`config.mk`:
```
export PLATFORM = sky130hd
export DESIGN_NAME = spi_slave_word
export DESIGN_NICKNAME = d
export VERILOG_FILES = /design/src/rtl/spi_pkg.sv /design/src/rtl/spi_sync.sv /design/src/rtl/spi_slave_word.sv
export SDC_FILE = /design/constraint.sdc
export NUM_CORES = 1
export LEC_CHECK = 0
export CORE_ASPECT_RATIO = 0.7
export CORE_MARGIN = 2
export CORE_UTILIZATION = 55
export CTS_BUF_LIST = sky130_fd_sc_hd__clkbuf_8
export DETAILED_ROUTE_END_ITERATION = 12
export PLACE_DENSITY = 0.81
export SLEW_MARGIN = 20
export SYNTH_ARGS = -nofsm -noshare
export SYNTH_HDL_FRONTEND = slang
export SYNTH_SLANG_ARGS = --single-unit
```
`constraint.sdc`:
```
create_clock -name clk -period 1.8 [get_ports clk]
set_clock_uncertainty 0.05 [all_clocks]
set_input_delay 0.27 -clock clk [delete_from_list [all_inputs] [get_ports clk]]
set_output_delay 0.27 -clock clk [all_outputs]
set_load 0.02 [all_outputs]
```
`src/rtl/spi_pkg.sv`:
```
`default_nettype none
// ============================================================================
//  Module   : spi_pkg
//  Purpose  : FSM state encodings and SCK edge-role helpers for the SPI
//             slave.
//  Revision : 1.0 - initial release
// ============================================================================
package spi_pkg;

    // Transfer FSM encodings
    localparam logic [0:0] c_st_idle   = 1'b0;
    localparam logic [0:0] c_st_active = 1'b1;

    // Leading edge is the transition away from the idle level
    function automatic logic lead_edge(input logic cpol, input logic rise, input logic fall);
        return cpol ? fall : rise;
    endfunction

    // Trailing edge is the transition back to the idle level
    function automatic logic trail_edge(input logic cpol, input logic rise, input logic fall);
        return cpol ? rise : fall;
    endfunction

    // MOSI is sampled on the leading edge for CPHA=0, on the trailing edge otherwise
    function automatic logic sample_edge(input logic cpol, input logic cpha,
                                         input logic rise, input logic fall);
        return cpha ? trail_edge(cpol, rise, fall) : lead_edge(cpol, rise, fall);
    endfunction

    // MISO moves on whichever edge does not sample
    function automatic logic shift_edge(input logic cpol, input logic cpha,
                                        input logic rise, input logic fall);
        return cpha ? lead_edge(cpol, rise, fall) : trail_edge(cpol, rise, fall);
    endfunction

endpackage
`default_nettype wire

```
`src/rtl/spi_sync.sv`:
```
`default_nettype none
// ============================================================================
//  Module   : spi_sync
//  Purpose  : N-stage single-bit synchroniser with a selectable reset level.
//  Revision : 1.0 - initial release
// ============================================================================
module spi_sync #(
    parameter int STAGES  = 2,
    parameter bit RST_VAL = 1'b0
) (
    input  logic clk,
    input  logic rst_n,
    input  logic d,
    output logic q
);

    logic [STAGES-1:0] sync_q;
    logic [STAGES-1:0] sync_d;

    // Shift the asynchronous input one stage per clock
    always_comb begin
        sync_d = {sync_q[STAGES-2:0], d};
    end

    // Synchroniser chain, reset to the pin's idle level
    always_ff @(posedge clk or negedge rst_n) begin
        if (!rst_n) begin
            sync_q <= {STAGES{RST_VAL}};
        end else begin
            sync_q <= sync_d;
        end
    end

    assign q = sync_q[STAGES-1];

endmodule
`default_nettype wire

```
`src/rtl/spi_slave_word.sv`:
```
`default_nettype none
// ============================================================================
//  Module   : spi_slave_word
//  Purpose  : SPI slave with configurable word width, mode and bit order,
//             valid/ready handshakes on rx and tx, overrun/underrun flags.
//  Revision : 1.0 - initial release
// ============================================================================
module spi_slave_word
    import spi_pkg::*;
#(
    parameter int DATA_W      = 8,
    parameter bit CPOL        = 1'b0,
    parameter bit CPHA        = 1'b0,
    parameter bit LSB_FIRST   = 1'b0,
    parameter int SYNC_STAGES = 2
) (
    input  logic              clk,
    input  logic              rst_n,
    input  logic              sck,
    input  logic              mosi,
    input  logic              ssel,
    output logic              miso,
    output logic              miso_oe,
    output logic [DATA_W-1:0] rx_data,
    output logic              rx_valid,
    input  logic              rx_ready,
    input  logic [DATA_W-1:0] tx_data,
    input  logic              tx_valid,
    output logic              tx_ready,
    output logic              overrun,
    output logic              underrun,
    output logic              busy
);

    localparam int                c_cnt_w = $clog2(DATA_W);
    localparam logic [c_cnt_w-1:0] c_last = c_cnt_w'(DATA_W - 1);

    logic w_sck_s, w_mosi_s, w_ssel_s;
    logic w_sck_rise, w_sck_fall, w_ssel_fall, w_ssel_rise;
    logic w_sample, w_shift, w_do_load;
    logic [DATA_W-1:0] w_rx_next, w_tx_next;

    logic [0:0]         state_q, state_d;
    logic [c_cnt_w-1:0] cnt_q, cnt_d;
    logic [DATA_W-1:0]  rx_shift_q, rx_shift_d;
    logic [DATA_W-1:0]  rx_data_q, rx_data_d;
    logic               rx_valid_q, rx_valid_d;
    logic [DATA_W-1:0]  tx_shift_q, tx_shift_d;
    logic [DATA_W-1:0]  hold_q, hold_d;
    logic               hold_full_q, hold_full_d;
    logic               word_done_q, word_done_d;
    logic               skip_q, skip_d;
    logic               overrun_q, overrun_d;
    logic               underrun_q, underrun_d;
    logic               sck_prev_q, sck_prev_d;
    logic               ssel_prev_q, ssel_prev_d;

    spi_sync #(.STAGES(SYNC_STAGES), .RST_VAL(CPOL)) u_sync_sck (
        .clk(clk), .rst_n(rst_n), .d(sck), .q(w_sck_s));
    spi_sync #(.STAGES(SYNC_STAGES), .RST_VAL(1'b0)) u_sync_mosi (
        .clk(clk), .rst_n(rst_n), .d(mosi), .q(w_mosi_s));
    spi_sync #(.STAGES(SYNC_STAGES), .RST_VAL(1'b1)) u_sync_ssel (
        .clk(clk), .rst_n(rst_n), .d(ssel), .q(w_ssel_s));

    assign w_sck_rise  =  w_sck_s & ~sck_prev_q;
    assign w_sck_fall  = ~w_sck_s &  sck_prev_q;
    assign w_ssel_fall = ~w_ssel_s &  ssel_prev_q;
    assign w_ssel_rise =  w_ssel_s & ~ssel_prev_q;
    assign w_sample    = sample_edge(CPOL, CPHA, w_sck_rise, w_sck_fall);
    assign w_shift     = shift_edge(CPOL, CPHA, w_sck_rise, w_sck_fall);

    // The word that is being shifted out moves toward the bit presented on MISO
    assign w_rx_next = LSB_FIRST ? {w_mosi_s, rx_shift_q[DATA_W-1:1]}
                                 : {rx_shift_q[DATA_W-2:0], w_mosi_s};
    assign w_tx_next = LSB_FIRST ? {1'b0, tx_shift_q[DATA_W-1:1]}
                                 : {tx_shift_q[DATA_W-2:0], 1'b0};

    // Next-state logic: FSM, bit counter, rx/tx shifting and handshakes
    always_comb begin
        state_d     = state_q;
        cnt_d       = cnt_q;
        rx_shift_d  = rx_shift_q;
        rx_data_d   = rx_data_q;
        rx_valid_d  = rx_valid_q;
        tx_shift_d  = tx_shift_q;
        hold_d      = hold_q;
        hold_full_d = hold_full_q;
        word_done_d = word_done_q;
        skip_d      = skip_q;
        overrun_d   = 1'b0;
        underrun_d  = 1'b0;
        sck_prev_d  = w_sck_s;
        ssel_prev_d = w_ssel_s;
        w_do_load   = 1'b0;

        // Acceptance; a word completed in this same cycle re-asserts below
        if (rx_valid_q && rx_ready) begin
            rx_valid_d = 1'b0;
        end

        case (state_q)
            c_st_idle: begin
                cnt_d       = '0;
                word_done_d = 1'b0;
                skip_d      = 1'b0;
                if (w_ssel_fall) begin
                    state_d   = c_st_active;
                    w_do_load = 1'b1;
                    // With CPHA=1 the load already presents bit 0, so the
                    // first leading edge must leave the register alone
                    skip_d    = CPHA;
                end
            end
            default: begin
                if (w_ssel_rise) begin
                    // Abort: partial rx bits and the in-flight tx word are dropped
                    state_d     = c_st_idle;
                    cnt_d       = '0;
                    tx_shift_d  = '0;
                    word_done_d = 1'b0;
                    skip_d      = 1'b0;
                end else begin
                    if (w_sample) begin
                        rx_shift_d = w_rx_next;
                        if (cnt_q == c_last) begin
                            cnt_d       = '0;
                            word_done_d = 1'b1;
                            if (!rx_valid_q || rx_ready) begin
                                rx_data_d  = w_rx_next;
                                rx_valid_d = 1'b1;
                            end else begin
                                overrun_d = 1'b1;
                            end
                        end else begin
                            cnt_d = cnt_q + 1'b1;
                        end
                    end
                    if (w_shift) begin
                        if (word_done_q) begin
                            w_do_load   = 1'b1;
                            word_done_d = 1'b0;
                        end else if (skip_q) begin
                            skip_d = 1'b0;
                        end else begin
                            tx_shift_d = w_tx_next;
                        end
                    end
                end
            end
        endcase

        // Word load from the holding register, or zeros when nothing is queued
        if (w_do_load) begin
            if (hold_full_q) begin
                tx_shift_d  = hold_q;
                hold_full_d = 1'b0;
            end else begin
                tx_shift_d = '0;
                underrun_d = 1'b1;
            end
        end

        // Holding register only accepts while empty, so it never races a load
        if (tx_valid && !hold_full_q) begin
            hold_d      = tx_data;
            hold_full_d = 1'b1;
        end
    end

    // State registers
    always_ff @(posedge clk or negedge rst_n) begin
        if (!rst_n) begin
            state_q     <= c_st_idle;
            cnt_q       <= '0;
            rx_shift_q  <= '0;
            rx_data_q   <= '0;
            rx_valid_q  <= 1'b0;
            tx_shift_q  <= '0;
            hold_q      <= '0;
            hold_full_q <= 1'b0;
            word_done_q <= 1'b0;
            skip_q      <= 1'b0;
            overrun_q   <= 1'b0;
            underrun_q  <= 1'b0;
            sck_prev_q  <= CPOL;
            ssel_prev_q <= 1'b1;
        end else begin
            state_q     <= state_d;
            cnt_q       <= cnt_d;
            rx_shift_q  <= rx_shift_d;
            rx_data_q   <= rx_data_d;
            rx_valid_q  <= rx_valid_d;
            tx_shift_q  <= tx_shift_d;
            hold_q      <= hold_d;
            hold_full_q <= hold_full_d;
            word_done_q <= word_done_d;
            skip_q      <= skip_d;
            overrun_q   <= overrun_d;
            underrun_q  <= underrun_d;
            sck_prev_q  <= sck_prev_d;
            ssel_prev_q <= ssel_prev_d;
        end
    end

    assign miso     = LSB_FIRST ? tx_shift_q[0] : tx_shift_q[DATA_W-1];
    assign busy     = (state_q == c_st_active);
    assign miso_oe  = busy;
    assign rx_data  = rx_data_q;
    assign rx_valid = rx_valid_q;
    assign tx_ready = ~hold_full_q;
    assign overrun  = overrun_q;
    assign underrun = underrun_q;

endmodule
`default_nettype wire

```
==> summary.md, run 1 <==
| Metric | Value |
|---|---|
| Post-Route Setup TNS | 0 ps |
| Pre-antenna DRT Iters | 4 |
| Layout cell share with drive strength beyond 1 | roughly 33% |
| Wirelength per Cell | 15.5 um |
| Yosys top cell area share | between 50% and 60% |
| Num CTS Buffers | 5 |
| Grt ovf | 0 |
| Nets | approximately 180 |
| Worst path cell trace | nand2b_4 -> a41o_2 -> a32o_1 -> mux2_2 |
| Worst-path clk slew | approximately 80 ps |
| Minimum clock period | about 1800 ps |
| Leakage dissipation | between 1 and 1.5 nW |
| GR Layer Usage met3 | 5.14% |
| Wirelength, routed | about 3300 um |
| Worst slew pin tran | around 580 ps |
| Crit path largest cell delay | about 600 ps |
| Status | complete, but fails checks |
| Met2 Resource Use GR | between 30% and 40% |
| RSZ-0062 raised after global routing | true |
| Dpl hpwl | about 2300 um |
| Hold WS | -5.60 ps |
| CP Max Fanout | 10 |
| Total GRT Usage | roughly a fifth |
| Flops & latches, synth | 48 |
| Clock Path Buffers | 2 |
| Yosys warnings | 0 |
| Largest net degree at the start of global routing | a little under 50 |
| Synth Area per Inst | roughly 15 sq um |
| Post-Place Cells | roughly 200 |
| Commonest cells after routing, fill and taps aside | dfrtp_1, mux2_2, clkdlybuf4s50_1 |
| FP Rows | 17 |
| Die area | 3970 sq um |
| Initial antenna violation count | 0 |
| Clk root buf | clkbuf_8 |
| CORE AREA | 3230 sq um |
| Synth Cell Area | roughly 1900 sq um |
| CP endpoint kind | flop |
| CTS tree | yes |
| Fmax | between 0.5 and 0.6 GHz |
| Worst vdd ir | 0.000674 V |
| Clk Latency, worst-skew pair | 300 ps |
| Final Hold Vio Count | 3 |
| N_diodes | 0 |
| GRT met1 Usage | 23.6% |
| Commonest non-fill, non-tap cell in the layout | dfrtp_1 |
| Ports | 30 |
| First-pass GRT wire length | ~5500 um |
| CP Class | reg2reg |
| Maximum Capacitance Violations | 0 |
| Vias in the first global route | 1143 |
| Fin area | 2340 sq um |
| Worst Path Required | 1940 ps |
| Fillcell total | between 200 and 250 |
| Cell taking the most area after synthesis | dfrtp_1 |
| Final period util | between 90 and 100% |
| Busiest grt layer | met2 |
| Crit-path slowest cell | dfstp_2 |
| Yosys cell types | 26 |
| Max Slew Vio Count | 0 |
| Endpoints failing setup | 0 |
| H-tree depth | 2 |
| CP Launch Type | flop |
| Clk sinks | 48 |
| IO Port Bufs | 29 |
| Violated checks | hold timing |
| Detail Route Antenna Nets | 0 |
| Die height | 53.3 um |
| Placer Congestion | 0.752 |
| Register area share after synthesis | between 60% and 70% |
| HP Class | in2async |
| Pwr per Cell Area | around 1100 nW/um^2 |
| DRT iter0 DRCs | 39 |
| Starting density of the core | between 50% and 60% |
| Ranking of synthesized cells by area | dfrtp_1, mux2_2, dfstp_2, a32o_1, nor2b_1 |
| Area after DPL | roughly 2200 sq um |
| Area delta synth->final | 22.6% |
| DR vias/cell | 5.27 |
| Mapped Nets | between 100 and 150 |
| Slew HR | between 60 and 70% |
| Final non-filler cell total | between 200 and 250 |
| WP data arrival | about 1900 ps |
| DR vias | 1123 |
| Cells after Synth | 130 |
| DRC | 0 |
| Chip width | between 70 and 80 um |
[cells in the mapped netlist]
cell / number
inv_1: 3
nand2b_1: 2
a41o_1: 1
and2b_4: 1
dfrtp_1: 45
dfstp_2: 3
and2_1: 1
o21bai_1: 1
o21ai_0: 3
nand3_1: 2
buf_6: 1
ha_1: 2
mux2_2: 30
a311oi_2: 1
buf_2: 5
nand4_1: 1
mux2i_1: 3
buf_4: 1
nor2_1: 6
nor3b_2: 1
nand2_1: 2
clkbuf_1: 1
nand2b_4: 1
nor2b_1: 5
a21oi_1: 1
a32o_1: 7
[report_power, final]
part / internal, mW / leakage (nW) / total [mW] / switching [mW]
Combinational: 0.317 / 0.420 / 0.521 / 0.204
Sequential: 1.33 / 0.610 / 1.51 / 0.187
Clock: 0.261 / 0.0505 / 0.596 / 0.335
[worst paths after layout]
path / from / end / slack (ps) / cells past startpoint
max: u_sync_ssel.sync_q[1]$_DFF_PN1_ / tx_shift_q[6]$_DFFE_PN0P_ / 40 / 4
min: rst_n / rx_data[7]$_DFFE_PN0P_ / -6 / 2
max reg2reg: u_sync_ssel.sync_q[1]$_DFF_PN1_ / tx_shift_q[6]$_DFFE_PN0P_ / 40 / 4
min reg2reg: u_sync_sck.sync_q[0]$_DFF_PN0_ / u_sync_sck.sync_q[1]$_DFF_PN0_ / 300 / 0
max in group asynchronous: rst_n / busy$_DFF_PN0_ / 1290 / 2
min in group clk: u_sync_sck.sync_q[0]$_DFF_PN0_ / u_sync_sck.sync_q[1]$_DFF_PN0_ / 300 / 0
[through the flow]
stage	utilization, %	total power, mW	setup WS [ps]
after global routing	72.5	2.77	-0.807
final	72.5	2.63	41.4
after floorplan	-	1.84	96.4
after global placement	69.5	2.00	122
after detailed placement	69.5	2.06	37.2
after CTS	71.9	2.65	29.1
[cell families (layout without fill, tap and decap cells)]
family                     Yosys count  after routing  share of synthesized area (%)
DFF                                 48             48                           63.0
muxes                               33             33                           19.2
and+or+nand+nor                     22             22                           6.94
buffers and inverters               11             47                           3.08
AOI/OAI and AO/OA                   14             14                           6.41
adders and majority gates            2              2                           1.31
[sequential cells by signal, summed over array words and instances, names as in the netlist, 2 cells and up]
| signal | count |
|---|---|
| cnt_q | 3 |
| hold_q | 8 |
| rx_data | 8 |
| rx_shift_q | 7 |
| tx_shift_q | 8 |
| u_sync_mosi.sync_q | 2 |
| u_sync_sck.sync_q | 2 |
| u_sync_ssel.sync_q | 2 |
[cell type report]
type | count | area, sq um | share of cell area [%]
Clock buffer | 5 | 68.8 | 2.93
Clock inverter | 3 | 12.5 | 0.534
Inverter | 3 | 11.3 | 0.480
Multi-Input combinational cell | 71 | 652 | 27.8
Sequential cell | 48 | 1210 | 51.4
Tap cell | 47 | 58.8 | 2.51
Timing Repair Buffer | 36 | 335 | 14.3
[per-layer routing]
metal	up-vias	wire [um]	share of wire [%]
met5	-	0	0
met4	0	57	1.7
met3	7	125	3.8
met2	28	1650	50
met1	559	1460	44
li1	529	-	-
[worst max-delay path, delay by kind of cell, from the launching register on]
kind / cells / cell delay, ps
flops: 1 / 600
mux: 1 / 280
simple gates: 1 / 80
compound gates: 2 / 650
[what timing repair did]
item / CTS / global route
endpoints found under the setup margin: 3 / 13
pin swaps: 0 / 1
resized for setup: 3 / 2
hold buffers: 0 / 0
setup buffers: 0 / 2
(Power assumes the default switching activity.)
==> run 2, diff against run 1 <==
==> constraint.sdc (replaced) <==
create_clock -name clk -period 1.8 [get_ports clk]
set_clock_uncertainty 0.05 [all_clocks]
set_input_delay 0.36 -clock clk [delete_from_list [all_inputs] [get_ports clk]]
set_output_delay 0.36 -clock clk [all_outputs]
set_load 0.02 [all_outputs]
==> summary.md, run 2 (same netlist as run 1, synthesis figures left out) <==
| Metric | Value |
|---|---|
| Status | finished, final reports clean (was complete, but fails checks) |
| WP data arrival | 1320 ps (was 1900 ps) |
| Chip width | 74.5 um (unchanged) |
| DR vias/cell | 5.23 (was 5.27) |
| Family with the most delay on the worst path | buffers and inverters (was compound AO/OA/AOI/OAI gates) |
| Final Hold Vio Count | 0 (was 3) |
| Die height | 53.3 um (unchanged) |
| Grt ovf | 0 (unchanged) |
| IO Port Bufs | 29 (unchanged) |
| Postcts setup bufs | 0 (unchanged) |
| CP endpoint kind | primary output (was flop) |
| Final non-filler cell total | 213 (unchanged) |
| Pwr per Cell Area | 1150 nW/um^2 (was 1120 nW/um^2) |
| Fillcell total | 223 (was 209) |
| CP Max Fanout | 4 (was 10) |
| DRT iter0 DRCs | 71 (was 39) |
| Setup ws final | 72.6 ps (was 41.4 ps) |
| Worst Path Buf+Inv | 1 (was 0) |
| Pre-antenna DRT Iters | 4 (unchanged) |
| Endpoints failing setup | 0 (unchanged) |
| Num CTS Buffers | 5 (unchanged) |
| Area delta synth->final | 26.0% (was 22.6%) |
| Psw | 702 uW (was 726 uW) |
| Maximum Capacitance Violations | 0 (unchanged) |
| Seq. cell area | 1200 sq um (was 1210 sq um) |
| Clock Path Buffers | 2 (unchanged) |
| HP Class | reg2reg (was in2async) |
| Net Sw Frac | 25.3% (was 27.6%) |
| Worst path cell trace | clkdlybuf4s50_1 (was nand2b_4 -> a41o_2 -> a32o_1 -> mux2_2) |
| CP Launch Type | flop (unchanged) |
| Crit path largest cell delay | 620 ps (was 600 ps) |
| Pre-CTS worst setup slack | 18.6 ps (was 37.2 ps) |
| H-tree depth | 2 (unchanged) |
| Worst vdd ir | 0.000913 V (was 0.000674 V) |
| Post-Route Setup TNS | 0 ps (unchanged) |
| N_diodes | 0 (unchanged) |
| Commonest non-fill, non-tap cell in the layout | dfrtp_1 (unchanged) |
| Seq pwr share | 53.2% (was 57.5%) |
| Wirelength, routed | 3020 um (was 3300 um) |
| Initial antenna violation count | 0 (unchanged) |
| CORE AREA | 3230 sq um (unchanged) |
| Crit-path slowest cell | clkdlybuf4s50_1 (was dfstp_2) |
| Dpl hpwl | 2110 um (was 2320 um) |
| Clk sinks | 48 (unchanged) |
| First-pass GRT wire length | 5310 um (was 5500 um) |
| Placer Congestion | 0.778 (was 0.752) |
| Fmax | 0.579 GHz (was 0.569 GHz) |
| CP Class | reg2out (was reg2reg) |
| Starting density of the core | 59.1% (unchanged) |
| CTS tree | yes (unchanged) |
| Leakage dissipation | 1.10 nW (was 1.08 nW) |
| Worst Path Required | 1390 ps (was 1940 ps) |
| Power share of the combinational group | 20.3% (was 19.8%) |
| Footprint of the multi-input gates | 671 sq um (was 652 sq um) |
| Die area | 3970 sq um (unchanged) |
| Internal | 2.07 mW (was 1.91 mW) |
| Worst slew pin tran | 552 ps (was 583 ps) |
| Total GRT Usage | 18.5% (was 19.8%) |
| DR vias | 1115 (was 1123) |
| Clock power share | 26.5% (was 22.7%) |
| Commonest cells after routing, fill and taps aside | dfrtp_1, mux2_2, clkdlybuf4s50_1 (unchanged) |
| Hold WS | 304 ps (was -5.60 ps) |
| Max Slew Vio Count | 0 (unchanged) |
| Post-Place Cells | 204 (was 203) |
| Slew HR | 63.2% (was 61.1%) |
| Nets | 182 (unchanged) |
| Layout cell share with drive strength beyond 1 | 33.1% (was 32.5%) |
| Worst-path clk slew | 80 ps (about the same) |
| Minimum clock period | 1730 ps (was 1760 ps) |
| Wirelength per Cell | 14.2 um (was 15.5 um) |
| Ports | 30 (unchanged) |
| Largest net degree at the start of global routing | 49 (unchanged) |
| Detail Route Antenna Nets | 0 (unchanged) |
| FP Rows | 17 (unchanged) |
| Total power | 2.77 mW (was 2.63 mW) |
| DRC | 0 (unchanged) |
| Clk Latency, worst-skew pair | 290 ps (was 300 ps) |
| Final period util | 96.0% (was 97.7%) |
| Clk root buf | clkbuf_8 (unchanged) |
| Vias in the first global route | 1181 (was 1143) |
## run 2: worst paths after layout
check                                                startpoint                              end  slack, ps  cells after the start
worst min-delay path            u_sync_mosi.sync_q[0]$_DFF_PN0_  u_sync_mosi.sync_q[1]$_DFF_PN0_        300                      0
max in group asynchronous                                 rst_n            ssel_prev_q$_DFF_PN1_        910                      3
worst max register to register  u_sync_ssel.sync_q[1]$_DFF_PN1_        tx_shift_q[7]$_DFFE_PN0P_         80                      4
worst max-delay path                             busy$_DFF_PN0_                             busy         70                      1
min in group asynchronous                                 rst_n           rx_data[7]$_DFFE_PN0P_        530                      3
worst min register to register  u_sync_mosi.sync_q[0]$_DFF_PN0_  u_sync_mosi.sync_q[1]$_DFF_PN0_        300                      0
## run 2: area by class of cell
type                    count  share of cell area [%]
clock buffers               5                    2.86
clock inverters             3                    1.61
well taps                  47                    2.44
flip-flops and latches     48                    50.0
inverters                   3                   0.468
repair buffers             36                    14.8
multi-input cells          71                    27.8
## run 2: power groups by stage
stage	registers (mW)	logic, mW	clock network, mW
final	1.47	0.564	0.736
after global routing	1.51	0.624	0.802
after CTS	1.48	0.573	0.758
after detailed placement	1.50	0.568	0
after global placement	1.48	0.545	0
after floorplan	1.45	0.387	0
## run 2: timing repair
item | 4_1_cts | 5_1_grt
endpoints found under the hold margin | 45 | 0
gates resized for setup | 0 | 7
hold buffers | 1 | 0
setup endpoints to repair | 0 | 16
## run 2: stage by stage
stage / cell area, sq um / utilization, %
global route: 2410 / 74.5
CTS: 2380 / 73.7
floorplan: 1910 / -
global placement: 2270 / 70.1
detailed placement: 2270 / 70.1
finish: 2410 / 74.5
## run 2: layer usage
layer / global-route usage [%] / vias to the layer above / share of wire, %
met5: 0 / - / 0
met4: 6.25 / 0 / 1.3
met3: 5.71 / 4 / 3.7
met2: 32.6 / 23 / 51
met1: 21.6 / 554 / 44
li1: - / 534 / -
